**config.mk**
```make
export PLATFORM = sky130hd
export DESIGN_NAME = dispatch_stage_flat
export DESIGN_NICKNAME = d
export VERILOG_FILES = /design/src/rtl/ooop_types.sv /design/src/rtl/dispatch_stage_if.sv /design/src/rtl/dispatch_stage.sv /design/src/flat_wrapper.sv
export SDC_FILE = /design/constraint.sdc
export NUM_CORES = 1
export LEC_CHECK = 0
export ABC_AREA = 1
export BUFFER_PORTS_ARGS = -buffer_cell sky130_fd_sc_hd__clkbuf_2
export CORE_ASPECT_RATIO = 1.4
export CORE_MARGIN = 3
export CORE_UTILIZATION = 54
export DETAILED_ROUTE_END_ITERATION = 7
export PLACE_DENSITY = 0.81
export SLEW_MARGIN = 30
export SYNTH_ARGS = -nofsm -noshare
export SYNTH_HDL_FRONTEND = slang
export SYNTH_SLANG_ARGS = --single-unit
```
**constraint.sdc**
```tcl
create_clock -name clk -period 4.2 [get_ports clk]
set_clock_uncertainty 0.15 [all_clocks]
set_input_delay 0.84 -clock clk [delete_from_list [all_inputs] [get_ports clk]]
set_output_delay 0.84 -clock clk [all_outputs]
set_load 0.01 [all_outputs]
```
**src/rtl/ooop_types.sv**
```systemverilog
// ooop_types: shared types for the out-of-order pipeline front end.
//   N_PHYS_REGS  - physical register file size
//   PREG_W       - physical register index width
//   ROB_TAG_W    - reorder buffer tag width
//   rename_pkt_t - one renamed instruction as handed from rename to dispatch
package ooop_types;

  localparam int N_PHYS_REGS = 64;
  localparam int PREG_W      = $clog2(N_PHYS_REGS);
  localparam int ROB_TAG_W   = 5;

  typedef struct packed {
    logic [ROB_TAG_W-1:0] rob_tag;
    logic [PREG_W-1:0]    prd;
    logic [PREG_W-1:0]    prs1;
    logic                 prs1_ready;
    logic                 rs1_used;
    logic [PREG_W-1:0]    prs2;
    logic                 prs2_ready;
    logic                 rs2_used;
    logic                 is_load;
    logic                 is_store;
    logic                 is_branch;
    logic                 is_jump;
    logic [3:0]           alu_op;
  } rename_pkt_t;

endpackage

```
**src/rtl/dispatch_stage_if.sv**
```systemverilog
// dispatch_stage_if: rename -> dispatch valid/ready handshake.
//   valid_in  - rename presents a packet
//   ready_out - dispatch can take a packet this cycle
//   pkt_in    - the renamed instruction
// master = rename side, slave = dispatch side.
interface dispatch_stage_if;

  logic                    valid_in;
  logic                    ready_out;
  ooop_types::rename_pkt_t pkt_in;

  modport master (output valid_in, output pkt_in, input ready_out);
  modport slave  (input valid_in, input pkt_in, output ready_out);

endinterface

```
**src/rtl/dispatch_stage.sv**
```systemverilog
// dispatch_stage: consumer end of the rename -> dispatch handshake.
// Buffers renamed packets in a small in-order skid FIFO, allocates a ROB
// entry for the head packet and writes it into the ALU, LSU or BRU
// reservation station once both the ROB and that station have room.
// Writeback broadcasts are snooped so buffered source-ready bits stay current.
//
// Ports:
//   clk, rst_n               - clock, asynchronous active-low reset
//   flush_i                  - drop every buffered packet
//   rn                       - rename handshake (valid_in / ready_out / pkt_in)
//   wb_valid_i, wb_preg_i    - writeback broadcast
//   rob_ready_i              - ROB has a free entry
//   rob_alloc_o, rob_pkt_o   - ROB allocate strobe and packet
//   alu/lsu/bru_valid_o      - RS write strobes (one-hot on dispatch)
//   alu/lsu/bru_ready_i      - RS has space
//   rs_pkt_o                 - packet to the selected RS, ready bits updated
//   stall_cnt_o              - saturating count of cycles the head was held
module dispatch_stage #(
  parameter int DEPTH       = 2,
  parameter int N_PHYS_REGS = ooop_types::N_PHYS_REGS,
  parameter int CNT_W       = 32,
  localparam int PREG_W     = $clog2(N_PHYS_REGS)
) (
  input  logic                    clk,
  input  logic                    rst_n,
  input  logic                    flush_i,
  dispatch_stage_if.slave         rn,
  input  logic                    wb_valid_i,
  input  logic [PREG_W-1:0]       wb_preg_i,
  input  logic                    rob_ready_i,
  output logic                    rob_alloc_o,
  output ooop_types::rename_pkt_t rob_pkt_o,
  output logic                    alu_valid_o,
  input  logic                    alu_ready_i,
  output logic                    lsu_valid_o,
  input  logic                    lsu_ready_i,
  output logic                    bru_valid_o,
  input  logic                    bru_ready_i,
  output ooop_types::rename_pkt_t rs_pkt_o,
  output logic [CNT_W-1:0]        stall_cnt_o
);

  localparam int              PTR_W    = $clog2(DEPTH);
  localparam logic [PTR_W:0]  FULL_CNT = (PTR_W+1)'(DEPTH);

  ooop_types::rename_pkt_t mem [DEPTH];
  logic [PTR_W-1:0]        wr_ptr, rd_ptr;
  logic [PTR_W:0]          count;

  ooop_types::rename_pkt_t head_pkt;
  logic head_valid, to_lsu, to_bru, to_alu, tgt_ready, push, pop;
  logic wb_en;

  // Set source-ready bits matching the broadcast register; bits are never
  // cleared, and preg 0 never takes part in a match.
  function automatic ooop_types::rename_pkt_t wake(
    input ooop_types::rename_pkt_t p,
    input logic                    en,
    input logic [PREG_W-1:0]       preg
  );
    ooop_types::rename_pkt_t r;
    r = p;
    if (en) begin
      if (p.rs1_used && p.prs1 == preg) r.prs1_ready = 1'b1;
      if (p.rs2_used && p.prs2 == preg) r.prs2_ready = 1'b1;
    end
    return r;
  endfunction

  assign wb_en        = wb_valid_i && (wb_preg_i != '0);
  assign head_valid   = (count != '0);
  // Full-ness comes straight from the count register, so rename never sees
  // a combinational path from any downstream ready.
  assign rn.ready_out = (count != FULL_CNT);
  assign push         = rn.valid_in && rn.ready_out && !flush_i;

  // Same-cycle writeback is forwarded onto the head before it leaves.
  assign head_pkt = wake(mem[rd_ptr], wb_en, wb_preg_i);

  always_comb begin
    // NOTE: every signal gets a default before the branches so no path
    // leaves it unassigned and no latch is inferred.
    to_lsu    = 1'b0;
    to_bru    = 1'b0;
    to_alu    = 1'b0;
    tgt_ready = 1'b0;
    if (head_pkt.is_load || head_pkt.is_store) begin
      to_lsu    = 1'b1;
      tgt_ready = lsu_ready_i;
    end else if (head_pkt.is_branch || head_pkt.is_jump) begin
      to_bru    = 1'b1;
      tgt_ready = bru_ready_i;
    end else begin
      to_alu    = 1'b1;
      tgt_ready = alu_ready_i;
    end
  end

  // ROB and RS must both have room; there is never a partial dispatch.
  assign pop = head_valid && rob_ready_i && tgt_ready && !flush_i;

  assign rob_alloc_o = pop;
  assign alu_valid_o = pop && to_alu;
  assign lsu_valid_o = pop && to_lsu;
  assign bru_valid_o = pop && to_bru;
  assign rob_pkt_o   = pop ? head_pkt : '0;
  assign rs_pkt_o    = pop ? head_pkt : '0;

  // NOTE: storage has no reset; an entry is only meaningful while count
  // covers it, so clearing the array would buy nothing.
  always_ff @(posedge clk) begin
    for (int i = 0; i < DEPTH; i++) begin
      mem[i] <= wake(mem[i], wb_en, wb_preg_i);
    end
    // A newly pushed packet also sees this cycle's broadcast; it overrides
    // the snoop update above for the tail slot, which is free on a push.
    if (push) mem[wr_ptr] <= wake(rn.pkt_in, wb_en, wb_preg_i);
  end

  // NOTE: state registers use non-blocking assignments so every flop
  // samples the pre-edge values regardless of statement order.
  always_ff @(posedge clk or negedge rst_n) begin
    if (!rst_n) begin
      wr_ptr      <= '0;
      rd_ptr      <= '0;
      count       <= '0;
      stall_cnt_o <= '0;
    end else begin
      if (flush_i) begin
        wr_ptr <= '0;
        rd_ptr <= '0;
        count  <= '0;
      end else begin
        if (push) wr_ptr <= wr_ptr + 1'b1;
        if (pop)  rd_ptr <= rd_ptr + 1'b1;
        case ({push, pop})
          2'b10:   count <= count + 1'b1;
          2'b01:   count <= count - 1'b1;
          default: count <= count;
        endcase
        if (head_valid && !pop && stall_cnt_o != '1) begin
          stall_cnt_o <= stall_cnt_o + 1'b1;
        end
      end
    end
  end

endmodule

```
**src/flat_wrapper.sv**
```systemverilog
// flat-port wrapper written by rule: the top's interface ports become plain ports
module dispatch_stage_flat 
#(
  parameter int DEPTH       = 2,
  parameter int N_PHYS_REGS = ooop_types::N_PHYS_REGS,
  parameter int CNT_W       = 32,
  localparam int PREG_W     = $clog2(N_PHYS_REGS)
)
  (clk, rst_n, flush_i, wb_valid_i, wb_preg_i, rob_ready_i, rob_alloc_o, rob_pkt_o, alu_valid_o, alu_ready_i, lsu_valid_o, lsu_ready_i, bru_valid_o, bru_ready_i, rs_pkt_o, stall_cnt_o, rn_valid_in, rn_pkt_in, rn_ready_out);
  dispatch_stage_if rn_i ();
  input  logic clk;
  input  logic rst_n;
  input  logic flush_i;
  input  logic wb_valid_i;
  input  logic [PREG_W-1:0] wb_preg_i;
  input  logic rob_ready_i;
  output logic rob_alloc_o;
  output ooop_types::rename_pkt_t rob_pkt_o;
  output logic alu_valid_o;
  input  logic alu_ready_i;
  output logic lsu_valid_o;
  input  logic lsu_ready_i;
  output logic bru_valid_o;
  input  logic bru_ready_i;
  output ooop_types::rename_pkt_t rs_pkt_o;
  output logic [CNT_W-1:0] stall_cnt_o;
  input wire logic [$bits(rn_i.valid_in)-1:0] rn_valid_in;
  input wire logic [$bits(rn_i.pkt_in)-1:0] rn_pkt_in;
  output wire logic [$bits(rn_i.ready_out)-1:0] rn_ready_out;
  assign rn_i.valid_in = rn_valid_in;
  assign rn_i.pkt_in = rn_pkt_in;
  assign rn_ready_out = rn_i.ready_out;
  dispatch_stage #(.DEPTH(DEPTH), .N_PHYS_REGS(N_PHYS_REGS), .CNT_W(CNT_W)) u_core (.clk(clk), .rst_n(rst_n), .flush_i(flush_i), .rn(rn_i), .wb_valid_i(wb_valid_i), .wb_preg_i(wb_preg_i), .rob_ready_i(rob_ready_i), .rob_alloc_o(rob_alloc_o), .rob_pkt_o(rob_pkt_o), .alu_valid_o(alu_valid_o), .alu_ready_i(alu_ready_i), .lsu_valid_o(lsu_valid_o), .lsu_ready_i(lsu_ready_i), .bru_valid_o(bru_valid_o), .bru_ready_i(bru_ready_i), .rs_pkt_o(rs_pkt_o), .stall_cnt_o(stall_cnt_o));
endmodule
```
======== Word level (Yosys, flattened, before mapping) ========
Memory sizes are Yosys's and may differ from the RTL's.
Cells that the tools add are included.
word-level totals
  bits in registers ....................... 36
  RAM bits ................................ 70
  bits of input ports ..................... 50
  output and inout bits ................... 107
  word-level logic and storage cells ...... 86
  memories kept ........................... 1
memory list
  name        depth  bits a word  rd ports  clocked after memory_dff  wr ports  RTL line              RTL
  u_core.mem  2      35           3         0                         3         dispatch_stage.sv:46  ooop_types::rename_pkt_t mem [DEPTH];
cells by class
  $add $sub $neg .......................... 5
  equal/unequal tests ..................... 12
  multiplexer cells ....................... 34
  bitwise gates (word level) .............. 1
  reductions and logical operators ........ 29
operators with widths
  kind                                                                number
  6-bit == test                                                       8
  35-bit 2-to-1 mux                                                   1
  32-bit by 1-bit adder with 32-bit output, second input constant     1
  32-bit != test, second input constant                               1
  1-bit 2-to-1 mux                                                    31
  1-bit logical AND                                                   19
  2-bit nonzero test                                                  3
  6-bit nonzero test                                                  1
  2-bit one-hot mux with 2 select lines                               1
  3-bit nonzero test                                                  1
  1-bit adder, second input constant                                  2
  2-bit by 1-bit adder with 2-bit output, second input constant       1
  2-bit by 1-bit == test with 1-bit output, second input constant     1
  2-bit == test, second input constant                                1
  1-bit logical NOT                                                   2
  1-bit logical OR                                                    2
  2-bit 2-to-1 mux                                                    1
  2-bit != test, second input constant                                1
  2-bit AND reduction                                                 1
  2-bit by 1-bit subtractor with 2-bit output, second input constant  1
  1-bit NOT                                                           1

======== Logic depth before layout (Yosys ltp) ========
Gate-level depths: netlist of run 1.
An unclocked memory read counts as a cell.
  word-level depth ........................ 10
  gate-level depth with buffers ........... 14
  depth with buffers taken out ............ 12

======== Worst setup path after synthesis of run 1 ========
OpenSTA, ideal clock, no wires.
  kind .................................... input to register
  start point ............................. in rn_valid_in
  end point ............................... mem u_core.mem[0][17] (netlist name), enable pin
  library setup time ...................... 0.304 ns
  arrival ................................. 2.936 ns
  data required time ...................... 3.746 ns
  path slack .............................. 0.810 ns
  stages .................................. 6
  path buffers ............................ 0
  cell sequence ........................... nand2_1 nor2_1 inv_1 nor2_1 inv_1 nand2_1
RTL lines
  element      RTL line              RTL
  from (decl)  flat_wrapper.sv:27    input wire logic [$bits(rn_i.valid_in)-1:0] rn_valid_in;
  to (decl)    dispatch_stage.sv:46

==> summary.txt, run 1 <==
Logic synthesis
  – Synth Cell Area: 6080 um2
  – Post-synth top area share: 34.5%
  – Asr flop ratio synth: 34.0%
  – Yosys top cell by area: edfxtp_1
  – Commonest cells post-synth: 230 x nand2_1, 78 x inv_1, 70 x edfxtp_1
  – Synth Register Bits: 106
  – Top FF cell, synth: edfxtp_1
  – Cells after Synth: 744
  – Syn Nets: 795
  – Post-synth EDFFs: 70
  – Most frequent cell after synthesis: nand2_1
  – Post-synthesis cell type count: 37
  – Sequential fraction of the synthesis area: 49.4%
  – Top post-synthesis cells by area: edfxtp_1 35%, dfrtp_1 15%, nand2_1 14%, inv_1 4.8%, xor2_1 4.6%
  – Ys Warns: 0
  – Synth Area per Inst: 8.18 um2

Detailed routing
  – Antenna-violating nets left: 0
  – Drt initial violations: 293
  – DRC violations left: 0
  – Drt pass-1 iters: 5
  – Average vias per placed instance: 5.27
  – Via count: 5289
  – Routed WL per cell: 15.7 um
  – Drt total wl: 15700 um

Setup path
  – Kind of critical path: reg2out
  – Crit path capture type: primary output
  – Setup crit start kind: flop
  – Worst-path maximum fanout: 40
  – CP Data Arrival Time: 2540 ps
  – Crit path required time: 3210 ps

Clocking
  – Clk sink count: 106
  – CTS Buffer Depth: 2
  – Clk_lat worst skew: 340 ps
  – TritonCTS clock tree: yes
  – Setup Fix Bufs, Post-CTS: 0
  – Total CTS buffers: 9
  – Post-CTS Resized: 0
  – Clock root buffer: clkbuf_16
  – Clock-pin slew on the worst setup and hold paths: 70 ps
  – Hold_buf cts: 0
  – H-tree depth: 3

Place
  – IO buf count: 156
  – Placer Congestion: 0.948
  – Post-detail-place hpwl: 12300 um
  – DP Area: 6720 um2

Timing
  – Final hold vios: 0
  – Peak Freq: 0.283 GHz
  – Fin crit share: 84.1%
  – Final Setup Violations: 0
  – Normalized max-slew margin: 45.4%
  – Max Slew Vio Count: 0
  – Worst Tran Pin Value: 819 ps
  – Tmin final: 3530 ps
  – Final setup TNS: 0 ps
  – RSZ-0062 raised after global routing: false

Final layout
  – Final instance area: 7030 um2
  – N_diodes: 0
  – Fin nets: 908
  – Layout cell share with drive strength beyond 1: 23.2%
  – Fill cell count: 980
  – Syn-to-layout area delta: 15.6%

Power and ir drop
  – P per Cell Area: 449 nW/um2
  – VDD IR max: 0.268 mV
  – Leak: 0.00322 uW

Global route
  – Vias in the first global route: 5020
  – First-pass GRT wire length: 24500 um
  – Largest net degree at the start of global routing: 41
  – GRT Total Usage: 25.3%
  – Initial antenna violation count: 0
  – Overflow after GRT: 0

Floorplan
  – DIE AREA: 12600 um2
  – Core area: 10900 um2
  – Initial Util: 55.7%
  – Boundary pin count: 157
  – Die H: 132 um
  – DIE WIDTH: 95.7 um
  – Row count: 45

Run
  – Max cap viols: 0

Min path
  – Worst Hold Class: reg2reg

Status
  – Status: complete, no violations
[per-layer routing]
layer | vias to the layer above | GRT usage [%] | wire (um) | share of wire (%)
met5 | - | 0 | 0 | 0
met4 | 0 | 10.7 | 504 | 3.2
met3 | 37 | 4.52 | 945 | 6.0
met2 | 220 | 44.8 | 8390 | 53
met1 | 2430 | 29.3 | 5890 | 37
li1 | 2602 | - | - | -
[layout by cell type, fill, tap and decap left out, drive strengths merged, types with 3 or more instances in the layout]
master	netlist	final
clkbuf	15	164
xnor2	3	3
nand4	11	11
dfrtp	36	36
o21ai	51	51
a211oi	4	4
edfxtp	70	70
nand2	236	236
nor2	70	70
inv	81	84
nor3	25	25
o22ai	11	11
a21oi	19	19
nand3	16	16
nor4	4	4
buf	44	6
xor2	32	32
clkinv	2	3
or2	3	3
[state kept, by name, summed over array words and instances (netlist names)]
register,cells
u_core.count,2
u_core.mem,70
u_core.rd_ptr,1
u_core.stall_cnt_o,32
u_core.wr_ptr,1
[final cells by class]
type / instances / area, um2 / share of cell area (%)
flip-flops and latches: 106 / 3000 / 42.7
multi-input cells: 496 / 2390 / 34.0
repair buffers: 161 / 838 / 11.9
inverters: 83 / 312 / 4.43
clock buffers: 9 / 225 / 3.20
well taps: 141 / 176 / 2.51
clock inverters: 7 / 85.1 / 1.21
[logic make-up after synthesis]
logic type / Yosys count / share of synthesized area, %
AND/OR/NAND/NOR: 368 / 25.5
AO/OA/AOI/OAI: 91 / 8.16
XOR/XNOR: 35 / 5.04
flip-flops: 106 / 49.4
adder cells (fa/ha/maj): 1 / 0.206
buffers and inverters: 142 / 11.5
multiplexers: 1 / 0.165
[worst paths after layout]
path	slack (ps)	endpoint	startpoint	depth (start not counted)
worst max-delay path	670	rs_pkt_o[6]	u_core.rd_ptr	10
worst min-delay path	400	u_core.count[0]	u_core.count[0]	2
worst max register to register	1420	u_core.stall_cnt_o[5]	u_core.rd_ptr	13
worst min register to register	400	u_core.count[0]	u_core.count[0]	2
max in group asynchronous	2950	u_core.stall_cnt_o[20]	rst_n	1
min in group asynchronous	440	u_core.stall_cnt_o[28]	rst_n	1
[critical path, stage by stage, from the launching register on]
cell	delay, ps
dfrtp_1	460
inv_2	260
nand2_1	170
nand2_2	90
nor2_1	170
nand3_1	110
nand3_2	120
nand3_1	70
buf_4	260
a21oi_1	290
clkbuf_2	190
[metrics by stage]
| stage | power [uW] | utilization, % | std cells | setup slack, ps | hold WS (ps) |
|---|---|---|---|---|---|
| after floorplan | 2030 | - | 744 | 810 | 359 |
| after global placement | 2280 | 61.3 | 986 | 919 | 376 |
| after detailed placement | 2320 | 61.6 | 987 | 883 | 375 |
| after CTS | 3180 | 64.4 | 1003 | 656 | 394 |
| after global routing | 3350 | 64.4 | 1003 | 411 | 440 |
| final | 3160 | 64.4 | 1003 | 668 | 398 |
[where the power goes]
| group | switching (uW) | internal, uW | leakage [uW] |
|---|---|---|---|
| Combinational | 587 | 300 | 0.00194 |
| Sequential | 135 | 1280 | 0.00113 |
| Clock | 380 | 473 | 0.000146 |
No activity file was read; power rests on OpenSTA's default activity.
==> run 2, diff against run 1 <==
==> constraint.sdc (replaced) <==
create_clock -name clk -period 3.5 [get_ports clk]
set_clock_uncertainty 0.15 [all_clocks]
set_input_delay 0.7 -clock clk [delete_from_list [all_inputs] [get_ports clk]]
set_output_delay 0.7 -clock clk [all_outputs]
set_load 0.01 [all_outputs]
==> summary.txt, run 2 (synthesis results as in run 1) <==
Setup path
  – Worst-path maximum fanout: 39 (-2.5%)
  – RR Startpoint: u_core.rd_ptr
  – Worst R2R End: u_core.stall_cnt_o[18]
  – Crit path required time: 2650 ps (-560 ps)
  – CP Data Arrival Time: 2410 ps (-130 ps)
  – Reg2Reg Depth: 14 (+1)
  – Kind of critical path: reg2out
  – Worst Setup SP: u_core.rd_ptr
  – Setup crit start kind: flop
  – Crit path capture type: primary output
  – Reg2reg setup slack: 850 ps (-570 ps)

Place
  – Post-detail-place hpwl: 12500 um (+1.8%)
  – IO buf count: 156 (unchanged)
  – Placer Congestion: 0.977 (+3.0%)
  – Placed cells: 992 (+0.51%)
  – DP Area: 6760 um2 (+0.56%)

Final layout
  – Final instance area: 7070 um2 (+0.48%)
  – Syn-to-layout area delta: 16.2%
  – Non-Filler Instances: 1008 (+0.50%)
  – Max reg flops: 70 (unchanged)
  – Commonest cells after routing, fill and taps aside: 230 x nand2_1, 155 x clkbuf_2, 78 x inv_1
  – Reg with most FFs: u_core.mem
  – Finished Core Util: 64.7% (+0.31 points)
  – Layout cell share with drive strength beyond 1: 23.6% (+0.44 points)
  – Commonest non-fill, non-tap cell in the layout: nand2_1
  – Fin nets: 913 (+0.55%)
  – N_diodes: 0 (unchanged)
  – Top flop regs: u_core.mem x70, u_core.stall_cnt_o x32, u_core.count x2

Global route
  – Overflow after GRT: 0 (unchanged)
  – Initial antenna violation count: 0 (unchanged)
  – GRT Total Usage: 26.1% (+0.81 points)
  – First-pass GRT wire length: 25300 um (+3.3%)
  – Vias in the first global route: 5213 (+3.8%)
  – Largest net degree at the start of global routing: 40 (-2.4%)

Detailed routing
  – Antenna-violating nets left: 0 (unchanged)
  – Drt initial violations: 352 (+20%)
  – Routed WL per cell: 15.9 um (+1.5%)
  – DRC violations left: 0 (unchanged)
  – Average vias per placed instance: 5.29 (+0.24%)
  – Drt total wl: 16000 um (+2.0%)
  – Via count: 5328 (+0.74%)
  – Drt pass-1 iters: 6 (+1)

Floorplan
  – Initial Util: 55.7% (unchanged)
  – Boundary pin count: 157 (unchanged)
  – Core area: 10900 um2 (unchanged)
  – DIE AREA: 12600 um2 (unchanged)
  – Die H: 132 um (unchanged)
  – DIE WIDTH: 95.7 um (unchanged)
  – Row count: 45 (unchanged)

Power and ir drop
  – Switch share: 35.0% (+0.060 points)
  – Switching power total: 1330 uW (+21%)
  – Internal: 2470 uW (+20%)
  – Comb pwr share: 28.3% (+0.2 points)
  – Leak: 0.00324 uW (+0.80%)
  – Clock power share: 27.1% (about the same)
  – Share of total power in sequential cells: 44.7% (about the same)
  – VDD IR max: 0.356 mV (+33%)
  – P per Cell Area: 538 nW/um2 (+20%)

Clocking
  – TritonCTS clock tree: yes
  – Setup Fix Bufs, Post-CTS: 0 (unchanged)
  – Clk sink count: 106 (unchanged)
  – Clock-pin slew on the worst setup and hold paths: 70 ps (about the same)
  – Clk_lat worst skew: 340 ps (about the same)
  – Total CTS buffers: 9 (unchanged)
  – Hold_buf cts: 0 (unchanged)
  – CTS Buffer Depth: 2 (unchanged)
  – Clock root buffer: clkbuf_16
  – H-tree depth: 3 (unchanged)
  – Post-CTS Resized: 0 (unchanged)

Timing
  – Normalized max-slew margin: 45.0% (-0.45 points)
  – Final setup TNS: 0 ps (unchanged)
  – Max Slew Vio Count: 0 (unchanged)
  – Worst Tran Pin Value: 826 ps (+6.72 ps)
  – Peak Freq: 0.307 GHz
  – Tmin final: 3260 ps
  – Final Setup Violations: 0 (unchanged)
  – Final hold vios: 0 (unchanged)
  – Fin crit share: 93.1%
  – RSZ-0062 raised after global routing: false

Status
  – Status: complete, no violations

Run
  – Max cap viols: 0 (unchanged)

Min path
  – Worst Hold Class: in2async
==> run 2: cell count changes in the layout (fill, tap and decap cells not counted) <==
| cell | delta |
|---|---|
| clkinvlp_4 | -1 |
| buf_4 | +5 |
| inv_6 | +3 |
| inv_8 | -2 |
==> run 2: final cells by class <==
cell class                 instances  area [um2]
clock buffer                       9         225
clock inverter                     7        81.3
fill                             998        3850
inverter                          83         312
multi-input combinational        496        2390
sequential                       106        3000
tap                              141         176
timing repair buffer             166         876
==> run 2: power groups by stage <==
stage	Combinational [uW]	Clock, uW	Sequential, uW
global route	1220	1090	1720
global placement	1030	0	1720
CTS	1080	1050	1690
detailed placement	1080	0	1720
floorplan	710	0	1720
finish	1070	1030	1700
==> run 2: metal layers <==
layer | vias up | wire length (um) | part of all wire (%) | global-route usage (%)
met1 | 2423 | 5900 | 37 | 29.0
li1 | 2617 | - | - | -
met3 | 56 | 1110 | 6.9 | 5.61
met5 | - | 0 | 0 | 0
met4 | 0 | 741 | 4.6 | 14.2
met2 | 232 | 8280 | 52 | 45.3
==> run 2: worst max-delay path by stage <==
| stage | slack, ps | endpoint | cells past startpoint |
|---|---|---|---|
| after floorplan | 250 | u_core.mem[0][17] | 6 |
| after global placement | 530 | rs_pkt_o[17] | 9 |
| after detailed placement | 530 | rs_pkt_o[17] | 9 |
| after CTS | 230 | rs_pkt_o[34] | 11 |
| after global routing | 30 | rob_pkt_o[34] | 11 |
| final | 240 | rs_pkt_o[6] | 11 |
==> run 2: critical path, cell delays in order (launching register included) <==
cell      delay [ps]
dfrtp_1          410
inv_2            130
buf_4            270
nand2_1           80
nand2_1           90
nand2_1           70
nand3_1           90
nand3_2          110
nand3_1          110
buf_4            370
a21oi_1          140
clkbuf_2         160
==> run 2: metrics by stage <==
stage	hold slack, ps	total power [uW]	worst slack (ps)
floorplan	254	2430	250
CTS	354	3820	231
detailed placement	402	2790	526
global route	345	4030	34.5
global placement	379	2750	533
finish	300	3800	243
==> run 3, diff against run 2 <==
==> constraint.sdc (replaced) <==
create_clock -name clk -period 3.5 [get_ports clk]
set_clock_uncertainty 0.15 [all_clocks]
set_input_delay 0.7 -clock clk [delete_from_list [all_inputs] [get_ports clk]]
set_output_delay 0.7 -clock clk [all_outputs]
set_load 0.1 [all_outputs]
==> summary.txt, run 3 (synthesis results as in run 1) <==
Setup path
  – Reg2reg setup slack: 900 ps (+50 ps)
  – Crit path capture type: primary output
  – Setup crit start kind: flop
  – Worst-path maximum fanout: 46 (+18%)
  – CP Data Arrival Time: 2540 ps (+130 ps)
  – Kind of critical path: reg2out
  – Crit path required time: 2650 ps (about the same)

Place
  – IO buf count: 156 (unchanged)
  – Dpl ws: 390 ps (-136 ps)
  – Placer Congestion: 1.06 (+8.2%)
  – DP Area: 8160 um2 (+21%)
  – Post-detail-place hpwl: 13800 um (+10%)

Floorplan
  – DIE WIDTH: 95.7 um (unchanged)
  – Die H: 132 um (unchanged)
  – Boundary pin count: 157 (unchanged)
  – Core area: 10900 um2 (unchanged)
  – Row count: 45 (unchanged)
  – Initial Util: 55.7% (unchanged)
  – DIE AREA: 12600 um2 (unchanged)

Timing
  – Max Slew Vio Count: 0 (unchanged)
  – Final worst slack: 110 ps (-133 ps)
  – Final Setup Violations: 0 (unchanged)
  – RSZ-0062 raised after global routing: false
  – Peak Freq: 0.295 GHz (-3.9%)
  – Hold slack: 294 ps (-6.56 ps)
  – Tmin final: 3390 ps (+133 ps)
  – Normalized max-slew margin: 44.5% (-0.47 points)
  – Final hold vios: 0 (unchanged)
  – Fin crit share: 96.9% (+3.8 points)
  – Worst Tran Pin Value: 833 ps (+7.04 ps)

Clocking
  – TritonCTS clock tree: yes
  – Total CTS buffers: 9 (unchanged)
  – Clk sink count: 106 (unchanged)
  – Clk_lat worst skew: 350 ps (about the same)
  – Clock-pin slew on the worst setup and hold paths: 70 ps (about the same)
  – CTS Buffer Depth: 2 (unchanged)
  – H-tree depth: 3 (unchanged)
  – Setup Fix Bufs, Post-CTS: 0 (unchanged)
  – Clock root buffer: clkbuf_16

Min path
  – Worst Hold Class: in2async

Final layout
  – Layout cell share with drive strength beyond 1: 27.7% (+4.0 points)
  – Syn-to-layout area delta: 39.3%
  – Max reg flops: 70 (unchanged)
  – Final instance area: 8480 um2 (+20%)
  – Commonest cells after routing, fill and taps aside: 230 x nand2_1, 81 x clkbuf_2, 78 x inv_1
  – Fin nets: 909 (-0.44%)
  – N_diodes: 0 (unchanged)
  – Commonest non-fill, non-tap cell in the layout: nand2_1
  – Top flop regs: u_core.mem x70, u_core.stall_cnt_o x32, u_core.count x2
  – Reg with most FFs: u_core.mem

Detailed routing
  – Drt pass-1 iters: 5 (-1)
  – Met3 Wirelength: 1310 um (+18%)
  – DRC violations left: 0 (unchanged)
  – Drt initial violations: 420 (+19%)
  – Met1 WL: 5820 um (-1.5%)
  – Antenna-violating nets left: 0 (unchanged)
  – Via count: 5545 (+4.1%)
  – Routed WL per cell: 17.5 um (+10%)
  – DR top layer: met4
  – Drt total wl: 17600 um (+9.8%)
  – Average vias per placed instance: 5.52 (+4.5%)
  – Routed wl met2: 9570 um (+16%)

Run
  – Max cap viols: 0 (unchanged)

Global route
  – Largest net degree at the start of global routing: 47 (+18%)
  – Initial antenna violation count: 0 (unchanged)
  – First-pass GRT wire length: 27000 um (+6.6%)
  – GRT Total Usage: 28.2% (+2.0 points)
  – Vias in the first global route: 5328 (+2.2%)
  – Overflow after GRT: 0 (unchanged)

Power and ir drop
  – P per Cell Area: 606 nW/um2 (+13%)
  – Leak: 0.00351 uW (+8.0%)
  – VDD IR max: 0.615 mV (+73%)

Status
  – Status: complete, no violations
run 3: what timing repair did:
| item | 4_1_cts | 5_1_grt |
|---|---|---|
| hold buffers | 0 | 0 |
| gates resized for setup | 0 | 2 |
| setup endpoints to repair | 0 | 4 |
run 3: metal layers:
layer / GRT usage [%] / vias up
li1: - / 2613
met1: 29.6 / 2550
met2: 51.5 / 307
met3: 4.81 / 75
met4: 14.8 / 0
met5: 0 / -
run 3: cell type report:
class | instances | area [um2]
flip-flops and latches | 106 | 3000
multi-input cells | 496 | 2700
fillers | 708 | 2440
repair buffers | 162 | 1980
inverters | 83 | 312
clock buffers | 10 | 250
well taps | 141 | 176
clock inverters | 6 | 53.8
run 3: worst max-delay path, cell delays in order, from the launching register on:
cell,delay [ps]
dfrtp_1,420
buf_12,200
nand2_1,130
nand2_2,100
nor2_1,180
nand3_1,110
nand3_2,150
nand3_4,110
buf_12,240
a21oi_2,300
buf_12,220
run 3: worst paths after layout:
check,startpoint,to,depth (start not counted)
max in group asynchronous,rst_n,u_core.stall_cnt_o[20],1
min in group clk,rn_pkt_in[32],u_core.mem[0][32],1
hold reg to reg,u_core.count[0],u_core.count[0],2
hold / removal,rst_n,u_core.stall_cnt_o[2],1
setup reg to reg,u_core.rd_ptr,u_core.stall_cnt_o[4],13
setup / recovery,u_core.rd_ptr,rob_pkt_o[3],10
run 3: power by group:
group          switching (uW)  internal (uW)
sequential                157           1530
clock                     472            540
combinational            1880            550
total                    2510           2620
run 3: per-stage QoR:
stage / util, % / std cells / setup TNS (ps) / power, uW
floorplan: - / 744 / -2720 / 3550
global placement: 74.4 / 987 / 0 / 4070
detailed placement: 74.7 / 988 / 0 / 4140
CTS: 77.5 / 1004 / 0 / 5150
global route: 77.6 / 1004 / 0 / 5350
finish: 77.6 / 1004 / 0 / 5140
